==> config.mk <==
export PLATFORM = sky130hd
export DESIGN_NAME = lsu_ram_bridge
export DESIGN_NICKNAME = d
export VERILOG_FILES = /design/src/rtl/lsu_ram_bridge.sv
export SDC_FILE = /design/constraint.sdc
export NUM_CORES = 1
export LEC_CHECK = 0
export ABC_CLOCK_PERIOD_IN_PS = 9100
export BUFFER_PORTS_ARGS = -buffer_cell sky130_fd_sc_hd__buf_2
export CAP_MARGIN = 5
export CORE_MARGIN = 5
export CORE_UTILIZATION = 45
export CTS_CLUSTER_DIAMETER = 100
export DETAILED_ROUTE_END_ITERATION = 10
export HOLD_SLACK_MARGIN = 0.1
export PLACE_DENSITY = 0.75
export SLEW_MARGIN = 20
export SYNTH_ARGS = -nofsm -noshare
export SYNTH_HDL_FRONTEND = slang
export SYNTH_SLANG_ARGS = --single-unit
export TNS_END_PERCENT = 5
==> constraint.sdc <==
create_clock -name clk -period 9.1 [get_ports clk]
set_clock_uncertainty 0.15 [all_clocks]
set_input_delay 2.275 -clock clk [delete_from_list [all_inputs] [get_ports clk]]
set_output_delay 2.275 -clock clk [all_outputs]
set_load 0.01 [all_outputs]
==> src/rtl/lsu_ram_bridge.sv <==
// rtl/lsu_ram_bridge.sv - byte/half/word load-store bridge onto a word-wide RAM; optional range check via LSU_RANGE_CHECK_EN
module lsu_ram_bridge #(
    parameter int RAM_SIZE = 32
) (
    input  logic        clk,
    input  logic        rst,
    input  logic        req_valid,
    output logic        req_ready,
    input  logic        req_write,
    input  logic [1:0]  req_size,
    input  logic        req_unsigned,
    input  logic [31:0] req_addr,
    input  logic [31:0] req_wdata,
    output logic        rsp_valid,
    output logic [31:0] rsp_rdata,
    output logic        rsp_error,
    output logic        ram_write_enable,
    output logic [31:0] ram_addr,
    output logic [31:0] ram_write_data,
    input  logic [31:0] ram_read_data
);

`ifdef LSU_RANGE_CHECK_EN
    localparam bit RANGE_CHECK = 1'b1;
`else
    localparam bit RANGE_CHECK = 1'b0;
`endif

    localparam logic [29:0] RAM_WORDS = 30'(RAM_SIZE);

    localparam logic [1:0] SIZE_BYTE = 2'b00;
    localparam logic [1:0] SIZE_HALF = 2'b01;
    localparam logic [1:0] SIZE_WORD = 2'b10;
    localparam logic [1:0] SIZE_BAD  = 2'b11;

    typedef enum logic [2:0] {
        IDLE,
        LOAD,
        RMW,
        WRITE,
        RESP
    } state_t;

    state_t      state;
    state_t      state_next;

    logic [1:0]  lat_size;
    logic [1:0]  lat_off;
    logic        lat_unsigned;
    logic        err_q;
    logic [31:0] addr_q;
    logic [31:0] rdata_q;
    logic [31:0] wdata_q;

    logic        req_fire;
    logic        req_err;
    logic [31:0] load_ext;
    logic [31:0] merged;

    assign req_ready        = (state == IDLE);
    assign req_fire         = req_valid & req_ready;
    assign rsp_valid        = (state == RESP);
    assign rsp_error        = rsp_valid & err_q;
    assign rsp_rdata        = rdata_q;
    // Decoded from state so an asynchronous reset drops the strobe immediately.
    assign ram_write_enable = (state == WRITE);
    assign ram_addr         = addr_q;
    assign ram_write_data   = wdata_q;

    // Classify the incoming request: misalignment, bad size, optional range violation.
    always_comb begin
        req_err = 1'b0;
        if (req_size == SIZE_BAD)
            req_err = 1'b1;
        if ((req_size == SIZE_HALF) && req_addr[0])
            req_err = 1'b1;
        if ((req_size == SIZE_WORD) && (req_addr[1:0] != 2'b00))
            req_err = 1'b1;
        if (RANGE_CHECK && (req_addr[31:2] >= RAM_WORDS))
            req_err = 1'b1;
    end

    // Select the addressed lane of the RAM word and sign/zero-extend it.
    always_comb begin
        logic [7:0]  lane_b;
        logic [15:0] lane_h;
        lane_b   = ram_read_data[{lat_off, 3'b000} +: 8];
        lane_h   = lat_off[1] ? ram_read_data[31:16] : ram_read_data[15:0];
        load_ext = ram_read_data;
        case (lat_size)
            SIZE_BYTE: load_ext = {{24{~lat_unsigned & lane_b[7]}}, lane_b};
            SIZE_HALF: load_ext = {{16{~lat_unsigned & lane_h[15]}}, lane_h};
            default:   load_ext = ram_read_data;
        endcase
    end

    // Merge the right-aligned store data into the addressed lane of the current word.
    always_comb begin
        merged = ram_read_data;
        if (lat_size == SIZE_BYTE)
            merged[{lat_off, 3'b000} +: 8] = wdata_q[7:0];
        else if (lat_off[1])
            merged[31:16] = wdata_q[15:0];
        else
            merged[15:0] = wdata_q[15:0];
    end

    // Next-state decode.
    always_comb begin
        state_next = state;
        case (state)
            IDLE: begin
                if (req_fire) begin
                    if (req_err)
                        state_next = RESP;
                    else if (!req_write)
                        state_next = LOAD;
                    else if (req_size == SIZE_WORD)
                        state_next = WRITE;
                    else
                        state_next = RMW;
                end
            end
            LOAD:    state_next = RESP;
            RMW:     state_next = WRITE;
            WRITE:   state_next = RESP;
            RESP:    state_next = IDLE;
            default: state_next = IDLE;
        endcase
    end

    // State register plus request latch, load capture and read-modify-write merge.
    always_ff @(posedge clk or posedge rst) begin
        if (rst) begin
            state        <= IDLE;
            lat_size     <= 2'b00;
            lat_off      <= 2'b00;
            lat_unsigned <= 1'b0;
            err_q        <= 1'b0;
            addr_q       <= 32'h0;
            rdata_q      <= 32'h0;
            wdata_q      <= 32'h0;
        end else begin
            state <= state_next;
            case (state)
                IDLE: begin
                    if (req_fire) begin
                        lat_size     <= req_size;
                        lat_off      <= req_addr[1:0];
                        lat_unsigned <= req_unsigned;
                        err_q        <= req_err;
                        addr_q       <= {req_addr[31:2], 2'b00};
                        rdata_q      <= 32'h0;
                        wdata_q      <= req_wdata;
                    end
                end
                LOAD:    rdata_q <= load_ext;
                RMW:     wdata_q <= merged;
                default: ;
            endcase
        end
    end

endmodule

==> summary.md, run 1 <==
| Metric | Value |
|---|---|
| H-tree depth | 3 |
| DRT iter0 DRCs | 514 |
| Final setup TNS | 0 ps |
| Top Ports | 203 |
| GRT Residual Overflow | 0 |
| Xor/xnor share of the synthesized area | 0% |
| Vias | 5088 |
| Final Util | 57.5% |
| R2r endpoint | ram_write_data[5] |
| Crit path kind | register to primary output |
| Initial antenna violation count | 3 |
| Met1 wire length | 7.22 mm |
| Peak supply drop | 186 uV |
| Clk_lat worst skew | 360 ps |
| Register area share after synthesis | 49.1% |
| Initial Utilization | 46.0% |
| Syn Area/Cell | 9.35 um^2 |
| Mapped Area | 0.00525 mm^2 |
| Final non-filler cell total | 881 |
| Root buffer cell | clkbuf_16 |
| Number of flops mapped to enable cells by yosys | 0 |
| First-pass GRT wire length | 28.1 mm |
| Crit path max fanout | 12 |
| Pwr/cell area | 379 mW/mm^2 |
| Crit path time final | 3920 ps |
| Reg clk slew, reported paths | 60 ps |
| Vias in the first global route | 5052 |
| LEAKAGE | 0.00338 uW |
| Kind of start point of the critical path | register |
| Die area | 0.0139 mm^2 |
| Clock sink total | 103 |
| Dpl cells | 865 |
| Crit. End Element | primary output |
| Post-CTS sizing | 0 |
| Post-synthesis adder-cell area fraction | 1.19% |
| Crit path to | req_ready |
| Final wirelength | 17.5 mm |
| DP HPWL | 13.4 mm |
| Synth Area in Compound Gates | 21.6% |
| Mapped Cells | 562 |
| Tightest Pin Transition | 1030 ps |
| Fmax | 0.255 GHz |
| Cts hold-fix bufs | 0 |
| CP startpoint | state[1] |
| Reg-to-reg startpoint | state[1] |
| Synth Flop Type | dfrtp_1 |
| Final setup vio count | 0 |
| Status | completed |
| Die width | 118 um |
| Reg2Reg Depth | 4 |
| WP data arrival | 1500 ps |
| DRC | 0 |
| CTS buffer count | 9 |
| Hold Path Depth | 2 |
| RD Place Congestion | 0.844 |
| Yosys cell types | 54 |
| DR WL met3 | 1.93 mm |
| Average wire per standard cell | 19.9 um |
| Port bufs | 200 |
| Mux contribution to synthesized area | 3.69% |
| Async SR Flop Fraction | 100% |
| Pin count of the biggest net entering global routing | 76 |
| Final hold violations | 0 |
| Hold slack | 323 ps |
| Flop2flop setup slack | 6070 ps |
| Via density | 5.78 |
| Slew Limit Fails | 0 |
| P&R area growth vs syn | 24.9% |
| Fin crit share | 43.1% |
| Synth Area in Simple Gates | 18.0% |
| Antenna cells | 0 |
| Post-CTS Setup Bufs | 0 |
| Rows | 39 |
| CP required | 6680 ps |
| Max Used Layer | met5 |
| DR pass1 iterations | 5 |
| Die outline height | 118 um |
| Clk buf depth | 2 |
| CTS tree | done |
| Largest family of logic cells by synthesized area | compound AO/OA/AOI/OAI gates |
| RSZ-0062 raised after global routing | false |
| Yosys reg bits | 103 |
| Wire length on met2 | 8.03 mm |
| Final ANT Viol Nets | 0 |
| Max-Cap Viols | 0 |
| Core Region | 0.0114 mm^2 |
| Max-slew headroom | 31.4% |
| Worst min path class | register to register |
| Fin nets | 841 |
| Layout cells sized above 1 | 33.1% |
| Global Route Usage Sum | 25.2% |
| Synth Warn # | 0 |
## metal layers
layer	up-vias	GRT usage [%]
met3	29	9.61
met1	2488	32.6
met2	235	39.5
met4	2	7.17
met5	-	0
li1	2334	-
## report_power, final
| group | internal (uW) | leakage, uW | switching, uW |
|---|---|---|---|
| Combinational | 469 | 0.00192 | 727 |
| Clock | 248 | 0.000162 | 175 |
| Sequential | 677 | 0.00130 | 189 |
## worst min-delay path by stage
stage,startpoint,end,slack (ps)
after floorplan,err_q,err_q,290
after global placement,ram_addr[6],ram_addr[6],300
after detailed placement,ram_addr[11],ram_addr[11],310
after CTS,ram_addr[13],ram_addr[13],330
after global routing,ram_addr[15],ram_addr[15],340
final,ram_addr[13],ram_addr[13],320
## cells in the final DEF (no fill, tap or decap), drive strengths merged, types with 2 or more instances in the layout
cell / count
a31o: 2
o211ai: 8
nor4b: 2
bufinv: 2
nor3b: 5
or3b: 2
o31ai: 8
nand2: 155
a22oi: 8
a31oi: 20
a211oi: 2
a221o: 16
nor2: 13
a21oi: 21
a221oi: 16
buf: 205
o21a: 2
and2: 2
nand2b: 8
nor3: 4
a32o: 7
conb: 2
clkbuf: 10
nand3: 8
mux2i: 16
o221ai: 8
ha: 5
o21ai: 31
inv: 23
or3: 9
clkinv: 4
dfrtp: 103
## cells by family after synthesis
kind of cell,count (synthesis)
AND/OR/NAND/NOR,211
multiplexers,18
adder cells (fa/ha/maj),5
buffers and inverters,69
AO/OA/AOI/OAI,155
flip-flops,103
other,1
## per-stage QoR
stage	worst slack, ps	total power, uW	cell area (um^2)
finish	5180	2480	6560
floorplan	3970	1650	5260
CTS	5190	2490	6560
global placement	4980	2020	6230
global route	5080	2670	6560
detailed placement	4900	2070	6230
## cells in the mapped netlist, drive strengths merged, types with 4 or more instances
cell type	instances	area [um^2]
inv	23	86.3
o221ai	8	70.1
nand2b	8	50.1
nand2	155	582
a32o	7	70.1
nor3b	5	42.5
a221o	16	170
a31oi	20	125
mux2i	16	160
o211ai	8	60.1
nand3	8	40.0
a221oi	16	140
o21ai	31	155
buf	18	130
clkbuf	28	116
or3	9	61.3
nor2	13	48.8
o31ai	8	60.1
ha	5	62.6
dfrtp	103	2580
a22oi	8	60.1
nor3	4	20.0
a21oi	21	109
## flip-flops by register name, indices dropped and copies added, names as in the netlist
name            flops
ram_write_data     32
lat_unsigned        1
err_q               1
rsp_rdata          32
state               3
lat_size            2
ram_addr           30
lat_off             2
## worst max-delay path, cell delays in order, from the launching register on
cell and delay (ps):
dfrtp_1 510, nor3_1 410, buf_2 230
## layout make-up
cell class | count | area [um^2]
Clock inverter | 6 | 83.8
Multi-Input combinational cell | 391 | 2350
Timing Repair Buffer | 205 | 1040
Fill cell | 1036 | 4860
Tap cell | 143 | 179
Inverter | 23 | 88.8
Clock buffer | 10 | 239
Sequential cell | 103 | 2580
Power figures use the tool's default switching activity.
==> inputs of run 2 (changes only) <==
--- a/config.mk
+++ b/config.mk
@@ -5,7 +5,7 @@
 export SDC_FILE = /design/constraint.sdc
 export NUM_CORES = 1
 export LEC_CHECK = 0
-export ABC_CLOCK_PERIOD_IN_PS = 9100
+export ABC_CLOCK_PERIOD_IN_PS = 3300
 export BUFFER_PORTS_ARGS = -buffer_cell sky130_fd_sc_hd__buf_2
 export CAP_MARGIN = 5
 export CORE_MARGIN = 5
@@ -13,7 +13,7 @@
 export CTS_CLUSTER_DIAMETER = 100
 export DETAILED_ROUTE_END_ITERATION = 10
 export HOLD_SLACK_MARGIN = 0.1
-export PLACE_DENSITY = 0.75
+export PLACE_DENSITY = 0.77
 export SLEW_MARGIN = 20
 export SYNTH_ARGS = -nofsm -noshare
 export SYNTH_HDL_FRONTEND = slang
==> constraint.sdc (replaced) <==
create_clock -name clk -period 3.3 [get_ports clk]
set_clock_uncertainty 0.15 [all_clocks]
set_input_delay 0.825 -clock clk [delete_from_list [all_inputs] [get_ports clk]]
set_output_delay 0.825 -clock clk [all_outputs]
set_load 0.01 [all_outputs]
==> run 2 against run 1 <==
Sequential power rose to 2.7 times the previous value. Cell area up 0.36%. Sequential share of layout area is 0.14 points lower. Via count up 2.3%. Hold slack barely moved. Combinational power rose to 2.8 times the previous value. First-iteration DRC count fell by 14%. Critical path type is now register to register.
==> summary.md, run 2 (synthesized netlist as in run 1, its figures left out) <==
| Metric | Value |
|---|---|
| Wire length on met2 | 8.05 mm (+0.25%) |
| DR pass1 iterations | 5 (unchanged) |
| Core Region | 0.0114 mm^2 (unchanged) |
| Clk_lat worst skew | 350 ps (about the same) |
| Dpl cells | 871 (+0.69%) |
| Hold Path Origin | ram_addr[15] |
| Clk buf depth | 2 (unchanged) |
| Reg-to-reg startpoint | state[1] |
| Final non-filler cell total | 887 (+0.68%) |
| Final setup vio count | 0 (unchanged) |
| Max Used Layer | met5 |
| Cts hold-fix bufs | 0 (unchanged) |
| Tightest Pin Transition | 874 ps (-154 ps) |
| Root buffer cell | clkbuf_16 |
| Final ANT Viol Nets | 0 (unchanged) |
| Antenna cells | 0 (unchanged) |
| Initial Utilization | 46.0% (unchanged) |
| Max-Cap Viols | 0 (unchanged) |
| Most common cell after layout, fill and taps aside | buf_2 |
| Pwr/cell area | 1030 mW/mm^2 (+170%) |
| Pin count of the biggest net entering global routing | 54 (-29%) |
| H-tree depth | 3 (unchanged) |
| DRT iter0 DRCs | 441 (-14%) |
| Vias in the first global route | 5211 (+3.1%) |
| Peak supply drop | 563 uV (+200%) |
| Top Ports | 203 (unchanged) |
| Hold Path Depth | 2 (unchanged) |
| Crit path kind | register to register |
| Clock sink total | 103 (unchanged) |
| Die width | 118 um (unchanged) |
| Average wire per standard cell | 20.0 um (+0.47%) |
| Status | completed |
| P&R area growth vs syn | 25.3% |
| Reg2Reg Depth | 5 (+1) |
| CTS buffer count | 9 (unchanged) |
| GRT Residual Overflow | 0 (unchanged) |
| DP HPWL | 13.6 mm (+1.6%) |
| Most frequent cells in the layout | 200 x buf_2, 154 x nand2_1, 103 x dfrtp_1 |
| Vias | 5204 (+2.3%) |
| DR WL met3 | 1.85 mm (-4.5%) |
| Slew Limit Fails | 0 (unchanged) |
| Initial antenna violation count | 1 (-2) |
| Met1 wire length | 7.18 mm (-0.53%) |
| Fin nets | 847 (+0.71%) |
| Via density | 5.87 (+1.6%) |
| R2r endpoint | ram_write_data[1] |
| RD Place Congestion | 0.874 (+3.5%) |
| Die outline height | 118 um (unchanged) |
| Post-CTS sizing | 0 (unchanged) |
| Crit path max fanout | 17 (+5) |
| Crit path time final | 2560 ps |
| Port bufs | 200 (unchanged) |
| Post-CTS Setup Bufs | 0 (unchanged) |
| Layout cells sized above 1 | 33.6% (+0.54 points) |
| Global Route Usage Sum | 25.3% (+0.14 points) |
| Rows | 39 (unchanged) |
| LEAKAGE | 0.00339 uW (+0.23%) |
| Final hold violations | 0 (unchanged) |
| Crit. End Element | register |
| WP data arrival | 2680 ps (+1180 ps) |
| Max-slew headroom | 41.6% (+10 points) |
| Final wirelength | 17.7 mm (+1.2%) |
| Die area | 0.0139 mm^2 (unchanged) |
| DRC | 0 (unchanged) |
| Power Total | 6800 uW (+170%) |
| First-pass GRT wire length | 28.3 mm (+0.74%) |
| Reg clk slew, reported paths | 70 ps (about the same) |
| Fin crit share | 77.6% |
| CP required | 3420 ps (-3260 ps) |
| CTS tree | done |
| Final setup TNS | 0 ps (unchanged) |
| Kind of start point of the critical path | register |
| Fmax | 0.390 GHz |
| Hold endpoint | ram_addr[15] |
| Flop2flop setup slack | 740 ps (-5330 ps) |
| Worst min path class | register to register |
| RSZ-0062 raised after global routing | false |
[run 2: cell count changes in the layout (fill, tap and decap cells not counted)]
cell / previous run / this run
buf_12: 0 / 1
buf_4: 5 / 10
bufinv_16: 2 / 0
clkbuf_8: 1 / 3
clkinv_2: 3 / 2
clkinv_4: 1 / 0
clkinvlp_4: 0 / 2
inv_4: 1 / 0
inv_6: 0 / 1
nand2_2: 0 / 1
nand2_4: 1 / 0
[run 2: worst max-delay path: stages (launching register included)]
cell	delay, ps
dfrtp_1	520
nor3b_2	230
buf_4	200
a21oi_2	640
a31o_1	490
mux2i_1	250
[run 2: metal layers]
| metal | track usage (%) | vias up |
|---|---|---|
| li1 | - | 2348 |
| met1 | 33.6 | 2513 |
| met2 | 37.8 | 291 |
| met3 | 7.98 | 50 |
| met4 | 11.6 | 2 |
| met5 | 0 | - |
[run 2: how the worst max path moves through the flow]
stage | to | slack (ps) | depth (start not counted) | start
2_1_floorplan | ram_write_data[10] | 820 | 9 | lat_off[1]
3_3_place_gp | rsp_rdata[31] | 720 | 6 | ram_read_data[23]
3_5_place_dp | ram_write_data[1] | 640 | 5 | req_valid
4_1_cts | ram_write_data[1] | 750 | 5 | state[1]
5_1_grt | ram_write_data[3] | 580 | 5 | state[1]
6_report | ram_write_data[1] | 740 | 5 | state[1]
[run 2: through the flow]
| stage | hold WS [ps] | instance area [um^2] | setup WS (ps) | utilization, % |
|---|---|---|---|---|
| after floorplan | 292 | 5260 | 823 | - |
| final | 323 | 6580 | 738 | 57.7 |
| after global placement | 305 | 6290 | 720 | 55.1 |
| after detailed placement | 311 | 6290 | 645 | 55.1 |
| after CTS | 330 | 6580 | 750 | 57.7 |
| after global routing | 362 | 6580 | 585 | 57.7 |
[run 2: layout make-up]
type / instances / area (um^2)
multi-input cells: 391 / 2350
fillers: 1015 / 4830
repair buffers: 211 / 1100
clock buffers: 12 / 267
inverters: 23 / 90.1
flip-flops and latches: 103 / 2580
well taps: 143 / 179
clock inverters: 4 / 26.3
[run 2: power breakdown]
| part | switching [uW] | leakage, uW | internal [uW] |
|---|---|---|---|
| logic | 2060 | 0.00195 | 1320 |
| clock network | 470 | 0.000145 | 574 |
| registers | 498 | 0.00130 | 1870 |
| total | 3030 | 0.00339 | 3760 |
==> inputs of run 3 (changes only) <==
--- a/config.mk
+++ b/config.mk
@@ -5,7 +5,7 @@
 export SDC_FILE = /design/constraint.sdc
 export NUM_CORES = 1
 export LEC_CHECK = 0
-export ABC_CLOCK_PERIOD_IN_PS = 3300
+export ABC_CLOCK_PERIOD_IN_PS = 2100
 export BUFFER_PORTS_ARGS = -buffer_cell sky130_fd_sc_hd__buf_2
 export CAP_MARGIN = 5
 export CORE_MARGIN = 5
==> constraint.sdc (replaced) <==
create_clock -name clk -period 2.1 [get_ports clk]
set_clock_uncertainty 0.15 [all_clocks]
set_input_delay 0.525 -clock clk [delete_from_list [all_inputs] [get_ports clk]]
set_output_delay 0.525 -clock clk [all_outputs]
set_load 0.01 [all_outputs]
==> run 3 against run 2 <==
First-iteration DRC count is 4.8% higher. Setup slack worse by 700 ps. Largest power group unchanged. Global-route usage is 0.29 points higher. Register-to-register slack got worse by 650 ps. Combinational power increased by 74%. Clock-buffer cell count is the same. Via count is 1.5% higher. Power increased by 64%. Core utilization up 2.6 points. Highest routed layer is now met4.
==> summary.md, run 3 (synthesized netlist as in run 1, its figures left out) <==
| Metric | Value |
|---|---|
| Status | completed |
| Worst min path class | primary input to register |
| R2r endpoint | rsp_rdata[30] |
| Reg-to-reg startpoint | lat_off[1] |
| Hold Path Depth | 3 (+1) |
| Layout cells sized above 1 | 36.9% (+3.3 points) |
| Top Ports | 203 (unchanged) |
| Via density | 5.79 (-1.4%) |
| Post-CTS Setup Bufs | 0 (unchanged) |
| Crit. End Element | primary output |
| Crit path to | rsp_error |
| Fmax | 0.484 GHz |
| Vias in the first global route | 5292 (+1.6%) |
| Root buffer cell | clkbuf_16 |
| Final setup TNS | 0 ps (unchanged) |
| RD Place Congestion | 0.934 (+6.9%) |
| DR pass1 iterations | 6 (+1) |
| CP startpoint | state[1] |
| Clk buf depth | 2 (unchanged) |
| CP Cell Sequence | buf_6 -> nor3b_4 -> and2_1 -> buf_2 |
| Antenna cells | 0 (unchanged) |
| Most frequent cells in the layout | 200 x buf_2, 154 x nand2_1, 100 x dfrtp_1 |
| Max-Cap Viols | 0 (unchanged) |
| Reg clk slew, reported paths | 70 ps (about the same) |
| Crit path max fanout | 7 (-10) |
| Final Util | 60.3% (+2.6 points) |
| Rows | 39 (unchanged) |
| Clk_lat worst skew | 350 ps (about the same) |
| Crit path buffers/inverters | 2 (+1) |
| Fin nets | 874 (+3.2%) |
| Final wirelength | 18.2 mm (+2.7%) |
| DRT iter0 DRCs | 462 (+4.8%) |
| DP HPWL | 13.9 mm (+2.3%) |
| Crit path time final | 2070 ps |
| CTS tree | done |
| CP max-delay cell | dfrtp_2 |
| Average wire per standard cell | 19.9 um (-0.20%) |
| Core Region | 0.0114 mm^2 (unchanged) |
| P&R area growth vs syn | 31.0% |
| Delay of the slowest cell on the worst path | 460 ps (-180 ps) |
| Vias | 5283 (+1.5%) |
| LEAKAGE | 0.00355 uW (+4.7%) |
| Port bufs | 200 (unchanged) |
| Die area | 0.0139 mm^2 (unchanged) |
| First-pass GRT wire length | 28.6 mm (+1.1%) |
| Initial antenna violation count | 0 (-1) |
| Pin count of the biggest net entering global routing | 47 (-13%) |
| RSZ-0062 raised after global routing | true |
| Final setup vio count | 0 (unchanged) |
| Initial Utilization | 46.0% (unchanged) |
| DRC | 0 (unchanged) |
| Wire length on met2 | 8.40 mm (+4.5%) |
| Worst path depth | 4 (-1) |
| GRT Residual Overflow | 0 (unchanged) |
| Final ANT Viol Nets | 0 (unchanged) |
| Flop2flop setup slack | 90 ps (-650 ps) |
| Peak supply drop | 727 uV (+29%) |
| Pwr/cell area | 1620 mW/mm^2 (+56%) |
| Final hold violations | 0 (unchanged) |
| Crit path max-delay family | flip-flops |
| Die width | 118 um (unchanged) |
| Fillcell total | 995 (-2.0%) |
| CP required | 1420 ps (-2000 ps) |
| Kind of start point of the critical path | register |
| Crit path kind | register to primary output |
| Fin crit share | 98.4% |
| WP data arrival | 1390 ps (-1290 ps) |
| Max Used Layer | met4 |
| Met1 wire length | 7.33 mm (+2.0%) |
| H-tree depth | 3 (unchanged) |
| Reg2Reg Depth | 6 (+1) |
| CTS buffer count | 9 (unchanged) |
| Slew Limit Fails | 0 (unchanged) |
| Most common cell after layout, fill and taps aside | buf_2 |
| DR WL met3 | 1.91 mm (+3.2%) |
| Global Route Usage Sum | 25.6% (+0.29 points) |
| Clock sink total | 103 (unchanged) |
| Die outline height | 118 um (unchanged) |
-- run 3: cell count changes in the layout (fill, tap and decap cells not counted), moves of 2 or more --
cell / previous run / this run
clkbuf_8: 3 / 1
a221oi_2: 0 / 2
dfrtp_1: 103 / 100
clkbuf_1: 0 / 2
dfrtp_2: 0 / 3
buf_4: 10 / 27
buf_6: 0 / 4
buf_12: 1 / 6
a221oi_1: 16 / 14
-- run 3: through the flow --
stage / cell area, um^2 / setup slack [ps] / instances / total power [uW] / hold WS (ps)
finish: 6880 / 34.6 / 913 / 11100 / 215
global route: 6880 / -32.9 / 913 / 11900 / 212
CTS: 6830 / -41.6 / 913 / 11000 / 204
detailed placement: 6550 / 33.8 / 897 / 9440 / 307
global placement: 6550 / 98.7 / 897 / 9220 / 304
floorplan: 5260 / -377 / 563 / 7140 / 292
-- run 3: tightest hold or removal path: cells and delay by family --
kind	cells	cell delay, ps
buffers and inverters	1	70
and+or+nand+nor	2	80
-- run 3: worst min-delay path by stage --
stage | startpoint | to | slack (ps)
final | req_addr[5] | ram_addr[5] | 220
after global placement | ram_addr[2] | ram_addr[2] | 300
after detailed placement | ram_addr[8] | ram_addr[8] | 310
after CTS | req_addr[5] | ram_addr[5] | 200
after floorplan | err_q | err_q | 290
after global routing | req_addr[21] | ram_addr[21] | 210
-- run 3: power breakdown --
group          switching [uW]  leakage, uW  internal, uW
Sequential                732      0.00129          2940
Combinational            3410      0.00212          2470
Clock                     725     0.000133           832
Total                    4870      0.00355          6250
-- run 3: final cells by class --
cell class,count,area (um^2),area share (%)
Sequential cell,103,2580,37.5
Tap cell,143,179,2.60
Clock inverter,3,18.8,0.273
Clock buffer,12,246,3.58
Multi-Input combinational cell,391,2390,34.7
Inverter,23,90.1,1.31
Timing Repair Buffer,238,1380,20.0
-- run 3: per-layer routing --
metal  global-route usage (%)  vias to the layer above
met5                        0                        -
met4                     10.3                        0
met3                     7.93                       39
met2                     40.1                      327
met1                     33.1                     2516
li1                         -                     2401
-- run 3: timing repair --
item,CTS,global route
setup endpoints to repair,2,16
gates resized for setup,3,13
endpoints found under the hold margin,10,0
pin swaps,0,1
hold buffers,1,0
